File: src/rtl/cga_mac_pkg.sv
`default_nettype none
// +--------------------------------------------------------------------------+
// | Package : cga_mac_pkg                                                    |
// | Purpose : Shared constants and types for the MAC control-address path.   |
// |           The control-address width and the default return-stack depth   |
// |           are defined here, together with the parity helper used by the  |
// |           optional parity build (CGA_MAC_RSTACK_PARITY_EN).              |
// | Rev     : 1.0  initial release                                           |
// +--------------------------------------------------------------------------+
package cga_mac_pkg;

    localparam int CGA_MAC_AW                   = 16;
    localparam int CGA_MAC_RSTACK_DEPTH_DEFAULT = 4;

    typedef logic [CGA_MAC_AW-1:0] cga_mac_addr_t;

    // Stored bit that makes {data, bit} contain an odd number of ones.
    function automatic logic odd_par(input cga_mac_addr_t d);
        return ~(^d);
    endfunction

endpackage
`default_nettype wire

File: src/rtl/cga_mac_rstack_if.sv
`default_nettype none
// +--------------------------------------------------------------------------+
// | Interface : cga_mac_rstack_if                                            |
// | Purpose   : Control/data bundle of the microprogram return stack.        |
// |   master : drives MCLK, HOLD, PUSH, POP, LOAD, CLRERR, NLCA_15_0,        |
// |            CD_15_0 (and force_perr with CGA_MAC_RSTACK_PARITY_EN);       |
// |            observes PR_15_0, EMPTY, FULL, OVF, UNF, PERR.                |
// |   slave  : the stack itself (directions reversed).                       |
// | Rev       : 1.0  initial release                                         |
// +--------------------------------------------------------------------------+
interface cga_mac_rstack_if;
    import cga_mac_pkg::*;

    logic          MCLK;
    logic          HOLD;
    logic          PUSH;
    logic          POP;
    logic          LOAD;
    logic          CLRERR;
    cga_mac_addr_t NLCA_15_0;
    cga_mac_addr_t CD_15_0;
    cga_mac_addr_t PR_15_0;
    logic          EMPTY;
    logic          FULL;
    logic          OVF;
    logic          UNF;
    logic          PERR;
`ifdef CGA_MAC_RSTACK_PARITY_EN
    logic          force_perr;
`endif

    modport master (
`ifdef CGA_MAC_RSTACK_PARITY_EN
        output force_perr,
`endif
        output MCLK, HOLD, PUSH, POP, LOAD, CLRERR, NLCA_15_0, CD_15_0,
        input  PR_15_0, EMPTY, FULL, OVF, UNF, PERR
    );

    modport slave (
`ifdef CGA_MAC_RSTACK_PARITY_EN
        input  force_perr,
`endif
        input  MCLK, HOLD, PUSH, POP, LOAD, CLRERR, NLCA_15_0, CD_15_0,
        output PR_15_0, EMPTY, FULL, OVF, UNF, PERR
    );

endinterface
`default_nettype wire

File: src/rtl/cga_mac_rstack_mem.sv
`default_nettype none
// +--------------------------------------------------------------------------+
// | Module  : cga_mac_rstack_mem                                             |
// | Purpose : DEPTH x W register file, one synchronous write port and one    |
// |           combinational read port. Cleared by synchronous reset.         |
// | Ports   : clk, rst          clock / synchronous active-high reset        |
// |           we, waddr, wdata  write port                                   |
// |           raddr, rdata      asynchronous read port                       |
// | Rev     : 1.0  initial release                                           |
// +--------------------------------------------------------------------------+
module cga_mac_rstack_mem #(
    parameter int DEPTH = 4,
    parameter int W     = 16
) (
    input  wire logic                     clk,
    input  wire logic                     rst,
    input  wire logic                     we,
    input  wire logic [$clog2(DEPTH)-1:0] waddr,
    input  wire logic [W-1:0]             wdata,
    input  wire logic [$clog2(DEPTH)-1:0] raddr,
    output logic      [W-1:0]             rdata
);

    logic [W-1:0] r_mem [DEPTH];

    always_ff @(posedge clk) begin
        if (rst) begin
            for (int i = 0; i < DEPTH; i++) begin
                r_mem[i] <= '0;
            end
        end else if (we) begin
            r_mem[waddr] <= wdata;
        end
    end

    assign rdata = r_mem[raddr];

endmodule
`default_nettype wire

File: src/rtl/cga_mac_rstack.sv
`default_nettype none
// +--------------------------------------------------------------------------+
// | Module  : cga_mac_rstack                                                 |
// | Purpose : Microprogram return-address stack for the MAC address path.    |
// |           PUSH saves NLCA, POP returns, LOAD rewrites the top entry from |
// |           CD. PR_15_0 shows the current top (0 when empty) and feeds the |
// |           PSEL leg of the ICA mux. State moves only on sysclk edges with |
// |           MCLK=1 and HOLD=0, in step with the downstream LCA register.   |
// | Ports   : sysclk, sys_rst  clock / synchronous active-high reset         |
// |           bus (slave)      controls, NLCA/CD in; PR, EMPTY, FULL, OVF,   |
// |                            UNF, PERR out                                 |
// | Macro   : CGA_MAC_RSTACK_PARITY_EN adds an odd-parity bit per entry and  |
// |           drives PERR; otherwise PERR is tied to 0.                      |
// | Rev     : 1.0  initial release                                           |
// +--------------------------------------------------------------------------+
module cga_mac_rstack
    import cga_mac_pkg::*;
#(
    parameter int DEPTH = CGA_MAC_RSTACK_DEPTH_DEFAULT,
    parameter int AW    = CGA_MAC_AW
) (
    input  wire logic        sysclk,
    input  wire logic        sys_rst,
    cga_mac_rstack_if.slave  bus
);

    localparam int c_TPW = $clog2(DEPTH);
    localparam int c_CW  = $clog2(DEPTH + 1);
    localparam logic [c_CW-1:0] c_FULL_CNT = c_CW'(DEPTH);
`ifdef CGA_MAC_RSTACK_PARITY_EN
    localparam int c_MW = AW + 1;
`else
    localparam int c_MW = AW;
`endif

    logic [c_TPW-1:0] r_tp, w_tp_nxt, w_tp_inc, w_waddr;
    logic [c_CW-1:0]  r_cnt, w_cnt_nxt;
    logic             r_ovf, r_unf, w_ovf_nxt, w_unf_nxt;
    logic             w_en, w_we, w_empty, w_full;
    logic [AW-1:0]    w_wval;
    logic [c_MW-1:0]  w_wdata, w_rdata;

    assign w_en     = bus.MCLK & ~bus.HOLD;
    assign w_empty  = (r_cnt == '0);
    assign w_full   = (r_cnt == c_FULL_CNT);
    assign w_tp_inc = r_tp + c_TPW'(1);

    // Operation priority: PUSH&POP, PUSH, POP, LOAD. A push into a full
    // stack wraps onto the oldest slot; count saturates at DEPTH.
    always_comb begin
        w_we      = 1'b0;
        w_waddr   = r_tp;
        w_wval    = bus.NLCA_15_0;
        w_tp_nxt  = r_tp;
        w_cnt_nxt = r_cnt;
        w_ovf_nxt = r_ovf;
        w_unf_nxt = r_unf;
        if (w_en) begin
            if (bus.PUSH && bus.POP) begin
                w_we = 1'b1;
                if (w_empty) begin
                    w_waddr   = w_tp_inc;
                    w_tp_nxt  = w_tp_inc;
                    w_cnt_nxt = r_cnt + c_CW'(1);
                    w_unf_nxt = 1'b1;
                end
            end else if (bus.PUSH) begin
                w_we     = 1'b1;
                w_waddr  = w_tp_inc;
                w_tp_nxt = w_tp_inc;
                if (w_full) begin
                    w_ovf_nxt = 1'b1;
                end else begin
                    w_cnt_nxt = r_cnt + c_CW'(1);
                end
            end else if (bus.POP) begin
                if (w_empty) begin
                    w_unf_nxt = 1'b1;
                end else begin
                    w_tp_nxt  = r_tp - c_TPW'(1);
                    w_cnt_nxt = r_cnt - c_CW'(1);
                end
            end else if (bus.LOAD) begin
                w_we   = 1'b1;
                w_wval = bus.CD_15_0;
                if (w_empty) begin
                    w_waddr   = w_tp_inc;
                    w_tp_nxt  = w_tp_inc;
                    w_cnt_nxt = r_cnt + c_CW'(1);
                end
            end
            // Clear wins over any set in the same microcycle.
            if (bus.CLRERR) begin
                w_ovf_nxt = 1'b0;
                w_unf_nxt = 1'b0;
            end
        end
    end

    always_ff @(posedge sysclk) begin
        if (sys_rst) begin
            r_tp  <= '0;
            r_cnt <= '0;
            r_ovf <= 1'b0;
            r_unf <= 1'b0;
        end else begin
            r_tp  <= w_tp_nxt;
            r_cnt <= w_cnt_nxt;
            r_ovf <= w_ovf_nxt;
            r_unf <= w_unf_nxt;
        end
    end

`ifdef CGA_MAC_RSTACK_PARITY_EN
    // force_perr flips the stored parity bit to plant a detectable error.
    assign w_wdata  = {odd_par(w_wval) ^ bus.force_perr, w_wval};
    assign bus.PERR = ~w_empty & ~(^w_rdata);
`else
    assign w_wdata  = w_wval;
    assign bus.PERR = 1'b0;
`endif

    cga_mac_rstack_mem #(
        .DEPTH (DEPTH),
        .W     (c_MW)
    ) u_mem (
        .clk   (sysclk),
        .rst   (sys_rst),
        .we    (w_we),
        .waddr (w_waddr),
        .wdata (w_wdata),
        .raddr (r_tp),
        .rdata (w_rdata)
    );

    assign bus.PR_15_0 = w_empty ? '0 : w_rdata[AW-1:0];
    assign bus.EMPTY   = w_empty;
    assign bus.FULL    = w_full;
    assign bus.OVF     = r_ovf;
    assign bus.UNF     = r_unf;

endmodule
`default_nettype wire

File: src/flat_wrapper.sv
// flat-port wrapper written by rule: the top's interface ports become plain ports
module cga_mac_rstack_flat import cga_mac_pkg::*;
#(
    parameter int DEPTH = CGA_MAC_RSTACK_DEPTH_DEFAULT,
    parameter int AW    = CGA_MAC_AW
)
  (sysclk, sys_rst, bus_MCLK, bus_HOLD, bus_PUSH, bus_POP, bus_LOAD, bus_CLRERR, bus_NLCA_15_0, bus_CD_15_0, bus_PR_15_0, bus_EMPTY, bus_FULL, bus_OVF, bus_UNF, bus_PERR);
  cga_mac_rstack_if bus_i ();
  input  wire logic sysclk;
  input  wire logic sys_rst;
  input wire logic [$bits(bus_i.MCLK)-1:0] bus_MCLK;
  input wire logic [$bits(bus_i.HOLD)-1:0] bus_HOLD;
  input wire logic [$bits(bus_i.PUSH)-1:0] bus_PUSH;
  input wire logic [$bits(bus_i.POP)-1:0] bus_POP;
  input wire logic [$bits(bus_i.LOAD)-1:0] bus_LOAD;
  input wire logic [$bits(bus_i.CLRERR)-1:0] bus_CLRERR;
  input wire logic [$bits(bus_i.NLCA_15_0)-1:0] bus_NLCA_15_0;
  input wire logic [$bits(bus_i.CD_15_0)-1:0] bus_CD_15_0;
  output wire logic [$bits(bus_i.PR_15_0)-1:0] bus_PR_15_0;
  output wire logic [$bits(bus_i.EMPTY)-1:0] bus_EMPTY;
  output wire logic [$bits(bus_i.FULL)-1:0] bus_FULL;
  output wire logic [$bits(bus_i.OVF)-1:0] bus_OVF;
  output wire logic [$bits(bus_i.UNF)-1:0] bus_UNF;
  output wire logic [$bits(bus_i.PERR)-1:0] bus_PERR;
  assign bus_i.MCLK = bus_MCLK;
  assign bus_i.HOLD = bus_HOLD;
  assign bus_i.PUSH = bus_PUSH;
  assign bus_i.POP = bus_POP;
  assign bus_i.LOAD = bus_LOAD;
  assign bus_i.CLRERR = bus_CLRERR;
  assign bus_i.NLCA_15_0 = bus_NLCA_15_0;
  assign bus_i.CD_15_0 = bus_CD_15_0;
  assign bus_PR_15_0 = bus_i.PR_15_0;
  assign bus_EMPTY = bus_i.EMPTY;
  assign bus_FULL = bus_i.FULL;
  assign bus_OVF = bus_i.OVF;
  assign bus_UNF = bus_i.UNF;
  assign bus_PERR = bus_i.PERR;
  cga_mac_rstack #(.DEPTH(DEPTH), .AW(AW)) u_core (.sysclk(sysclk), .sys_rst(sys_rst), .bus(bus_i));
endmodule
File: config.mk
export PLATFORM = sky130hd
export DESIGN_NAME = cga_mac_rstack_flat
export DESIGN_NICKNAME = d
export VERILOG_FILES = /design/src/rtl/cga_mac_pkg.sv /design/src/rtl/cga_mac_rstack_if.sv /design/src/rtl/cga_mac_rstack_mem.sv /design/src/rtl/cga_mac_rstack.sv /design/src/flat_wrapper.sv
export SDC_FILE = /design/constraint.sdc
export NUM_CORES = 1
export LEC_CHECK = 0
export ABC_AREA = 1
export BUFFER_PORTS_ARGS = -buffer_cell sky130_fd_sc_hd__buf_2
export CORE_MARGIN = 5
export CORE_UTILIZATION = 40
export CTS_CLUSTER_SIZE = 30
export DETAILED_ROUTE_END_ITERATION = 10
export GPL_ROUTABILITY_DRIVEN = 0
export SLEW_MARGIN = 20
export SYNTH_ARGS = -nofsm -noshare
export SYNTH_HDL_FRONTEND = slang
export SYNTH_SLANG_ARGS = --single-unit
File: constraint.sdc
create_clock -name sysclk -period 3.27 [get_ports sysclk]
set_input_delay 0.1635 -clock sysclk [delete_from_list [all_inputs] [get_ports sysclk]]
set_output_delay 0.1635 -clock sysclk [all_outputs]
set_load 0.05 [all_outputs]
[Word-level counts from Yosys, hierarchy flattened]
Memory sizes are Yosys's and may differ from the RTL's. A register that Yosys moved wholly into a read port is not among the register bits.
Index checks and enable logic that the tools add are counted.
Word-level totals
  register bits after elaboration: 7
  RAM bits: 64
  input bits: 40
  output and inout bits: 21
  memories: 1
Cells by class
  add/subtract/negate cells: 4
  equal/unequal tests: 5
  muxes and demuxes: 47
  bitwise gates (word level): 2
  reduce and logical (&&, ||, !) cells: 11
Memories
  u_core.u_mem.r_mem: depth 4, width 16, read ports 1, clocked after Yosys merged registers in 1, write ports 4, RTL line cga_mac_rstack_mem.sv:24  | logic [W-1:0] r_mem [DEPTH];
Operators with widths (count)
  two-way mux 16 bit: 7
  two-way mux 2 bit: 13
  two-way mux 3 bit: 7
  two-way mux 1 bit: 20
  OR reduction 16 bit: 1
  AND reduction 4 bit: 2
  inequality test 4 bit (second input constant): 1
  nonzero test 2 bit: 2
  nonzero test 4 bit: 1
  adder 3 x 1 -> 3 bit (second input constant): 1
  == test 3 bit (second input constant): 1
  zero test 3 bit: 1
  inequality test 3 x 1 -> 1 bit (second input constant): 1
  inequality test 3 x 2 -> 1 bit (second input constant): 1
  AND reduction 3 bit: 1
  nonzero test 3 bit: 1
  subtractor 3 x 1 -> 3 bit (second input constant): 1
  adder 2 x 1 -> 2 bit (second input constant): 1
  inequality test 2 bit (second input constant): 1
  AND reduction 2 bit: 1
  subtractor 2 x 1 -> 2 bit (second input constant): 1
  AND 1 bit: 1
  logical AND 1 bit: 1
  NOT 1 bit: 1

[Depth between registers and ports, before layout]
  depth after elaboration: 10
  depth in mapped cells: 12

[Hierarchy]
A second synthesis with hierarchy kept.
Second synthesis, totals
  cell total of the unflattened synthesis: 533
  area, all modules: 4196.5 µm²
Modules (own cells, without submodules)
  cga_mac_rstack_mem: instances 1, cells an instance 352, area each 3109.2 µm²
  cga_mac_rstack: instances 1, cells an instance 181, area each 1087.3 µm²

[Least setup slack after synthesis]
Ideal clock, no wire load.
  path type: reg-to-reg
  start point: register u_core.r_cnt[0]
  end point: memory u_core.u_mem.r_mem[0][0] (enable)
  arrival time: 2.443 ns
  data required time: 2.859 ns
  setup slack: 0.416 ns
  stages on the path, launching flop included: 11
  buffers on the path: 0
  period minus slack after synthesis: 2.854 ns
  cells stage by stage: dfxtp_1 inv_1 ha_1 inv_2 nor2_8 nand3_2 nand3_1 nand2_1 inv_2 nand3_4 o21ai_0
RTL lines
  from (decl): RTL line cga_mac_rstack.sv:37  | logic [c_CW-1:0] r_cnt, w_cnt_nxt;
  from (signal assigned): RTL line cga_mac_rstack.sv:108  | r_cnt <= w_cnt_nxt;
  to (decl): RTL line cga_mac_rstack_mem.sv:24

==> flow_metrics.py <==
metrics = {
    "finish": {
        "drive_above_1_share": 0.2811,
        "finalInstanceArea_um2": 4681,
        "areaGrowthSynthToFinish_pct": 12.44,
        "fillers": 992,
        "multi_input_area_um2": 1698,
        "antenna_cells": 0,
        "regArea_um2": 2102,
        "layout.cells.non_filler": 634,
        "nets": 536,
    },
    "critical_path": {
        "worst-endpoint-required_ns": 3.30,
        "criticalPathCategory": "flip-flop to flip-flop",
        "r2r_cells": 11,
        "worst_path_most_repeated_cell": "sky130_fd_sc_hd__inv_2",
        "crit_path_max_incr_delay_ns": 0.50,
        "critical_path_peak_fanout": 23,
        "critPathLaunchType": "flip-flop",
        "cp_endpoint_kind": "flip-flop",
        "crit_slowest_cell": "sky130_fd_sc_hd__o21ai_1",
        "crit_arrival_ns": 2.87,
        "path_cells": "inv_1, ha_1, inv_2, nor2_8, nand3_2, nand3_1, nand2_1, inv_2, nand3_4, o21ai_1, buf_4",
        "count_of_buffer_and_inverter_cells_on_the_critical_path": 4,
        "critical_path_cell_count": 11,
        "cp_top_family": "simple AND/OR/NAND/NOR gates",
    },
    "power": {
        "power_frac_seq": 0.490,
        "comb_power_share": 0.194,
        "net-switching-power_w": 0.0006881,
        "power.internal_w": 0.001521,
        "swShare": 0.3115,
        "power.share.clock": 0.316,
        "post-layout-total-power_w": 0.002209,
        "leakage_nw": 1.973,
        "maximum_vdd_drop_mv": 0.2251,
        "power-per-cell-area_nw_per_um2": 471.9,
    },
    "placement": {
        "place.detailed.hpwl_um": 6753,
        "buffer_ports.inserted": 59,
        "placed_area_um2": 4487,
        "place.detailed.instances": 618,
    },
    "floorplanning": {
        "area_of_the_die_um2": 12550,
        "ios": 61,
        "die_width_um": 112.0,
        "initial_utilization": 0.4069,
        "core_area_um2": 10230,
        "rows": 37,
        "dieHeight_um": 112.0,
    },
    "grt": {
        "initial_antenna_violation_count": 0,
        "grt_remaining_overflow": 0,
        "grt_first_pass_wirelength_um": 15040,
        "grt_use_total": 0.1494,
        "grt_start_max_net_pins": 33,
        "grt_pass1_vias": 3026,
    },
    "worst_hold_path": {
        "worstHoldPathType": "input pin to flip-flop",
        "min_delay_path_depth": 4,
    },
    "drt": {
        "post_detailed_route_drc_marker_count": 0,
        "drt_iter0_drc": 225,
        "vias_per_cell": 4.847,
        "routedWlPerCell_um": 14.61,
        "dr_total_vias": 3073,
        "routed_wl_um": 9264,
        "first_pass_iters": 4,
        "drtAntennaViolNets": 0,
    },
    "cts": {
        "postCtsSetupBuffers": 0,
        "ctsHoldBuffers": 0,
        "cts_buffer_depth": 2,
        "clock_sinks": 73,
        "cts.root.buffer_cell": "sky130_fd_sc_hd__clkbuf_8",
        "tritoncts.num_buffers": 9,
        "clkTransAtPathRegs_ns": 0.08,
        "clock_insertion_delay_worst_skew_ns": 0.33,
        "cts_max_level": 3,
        "cts_tree": "built",
        "ctsResizeCount": 0,
    },
    "sta": {
        "grt_setup_unrepaired": "no",
        "setup_viol": 0,
        "final.setup.tns_ns": 0,
        "timing.final.hold_violations": 0,
        "worst_pin_slew_ns": 0.8648,
        "finalCriticalPeriod_ns": 2.837,
        "max_slew_margin": 0.4228,
        "fin_worst_skew_ns": 0.01179,
        "top_achievable_clock_speed_mhz": 352.4,
        "min_hold_slack_ns": 0.09828,
        "min_period_over_period": 0.8677,
        "slew_viol_final": 0,
    },
    "synth": {
        "synth_seq_area_share": 0.5050,
        "synthesis.instances": 443,
        "synth_area_um2": 4163,
        "mappedNetlistNets": 486,
        "ys_ff_latch": 73,
        "ys_types": 33,
        "synth.yosys.warnings": 0,
        "post_synth.cell_area_avg_um2": 9.397,
    },
    "status": {
        "status": "completed",
    },
    "run": {
        "max-cap-violations": 0,
    },
}
-- placed cells by master, fill, tap and decap left out, drive strengths merged --
cell type	instances
clkinvlp	1
dfxtp	9
buf	63
or2	5
o31ai	1
nand3	18
inv	51
o211ai	13
nor3	16
a31oi	1
ha	3
nand2	55
nand4	3
nor2	115
conb	1
clkinv	5
a21oi	24
bufinv	1
clkbuf	9
o21ai	40
edfxtp	64
-- tightest hold or removal path: stages --
cell and delay [ns]:
sky130_fd_sc_hd__buf_2 0.07, sky130_fd_sc_hd__nand2_1 0.04, sky130_fd_sc_hd__nand2_1 0.07, sky130_fd_sc_hd__nor2_1 0.04
-- worst paths after layout --
kind                                      start                   endpoint  slack, ns
worst min register to register   u_core.bus.UNF             u_core.bus.UNF       0.48
worst max-delay path            u_core.r_cnt[0]  u_core.u_mem.r_mem[0][11]       0.43
worst min-delay path                 bus_CLRERR             u_core.bus.OVF        0.1
worst max register to register  u_core.r_cnt[0]  u_core.u_mem.r_mem[0][11]       0.43
-- routing by layer --
metal / vias up / wire [um] / GRT usage
met5: - / 0 / 0
met2: 86 / 4369 / 0.2494
met3: 6 / 430 / 0.02426
met1: 1410 / 4375 / 0.2010
met4: 0 / 89 / 0.04567
li1: 1571 / - / -
-- layout make-up --
cell class,count,area share
multi-input combinational,295,0.3627
clock inverter,7,0.01497
clock buffer,9,0.02646
tap,136,0.03635
timing repair buffer,63,0.06950
sequential,73,0.4491
inverter,51,0.04090
-- power by group through the flow --
stage | clock network [W] | logic, W | registers, W
floorplan | 0 | 0.000334 | 0.00109
CTS | 0.000715 | 0.000431 | 0.00108
detailed placement | 0 | 0.000429 | 0.00110
global route | 0.000750 | 0.000469 | 0.00109
finish | 0.000699 | 0.000428 | 0.00108
global placement | 0 | 0.000423 | 0.00110
-- Yosys cell counts, drive strengths merged --
library cell  number  share of area
nor2             115           0.12
edfxtp            64           0.46
nand2             55          0.056
inv               50          0.045
o21ai             40          0.048
a21oi             24          0.030
nand3             18          0.047
nor3              16          0.035
buf               13          0.031
o211ai            13          0.040
clkbuf            11         0.0099
dfxtp              9          0.043
or2                5         0.0075
ha                 3         0.0090
nand4              3          0.012
a31oi              1         0.0015
clkinv             1        0.00090
conb               1        0.00090
o31ai              1         0.0018
-- stage by stage --
stage | utilization | setup slack, ns
after floorplan | - | 0.4162
after global placement | 0.4385 | 0.5706
after detailed placement | 0.4385 | 0.4760
after CTS | 0.4575 | 0.4427
after global routing | 0.4575 | 0.1649
final | 0.4575 | 0.4325
-- cells by family after synthesis --
group	share of synthesized area
other	0.0009008
and+or+nand+nor	0.2768
AOI/OAI and AO/OA	0.1211
DFF	0.5050
adders and majority gates	0.009018
buffers and inverters	0.08716
-- sequential cells by signal, indices dropped and copies added, names as in the netlist, named ones only --
signal / count
u_core.u_mem.r_mem: 64
u_core.bus.OVF: 1
u_core.r_tp: 2
u_core.bus.UNF: 1
u_core.r_cnt: 3
Power figures use the tool's default switching activity.
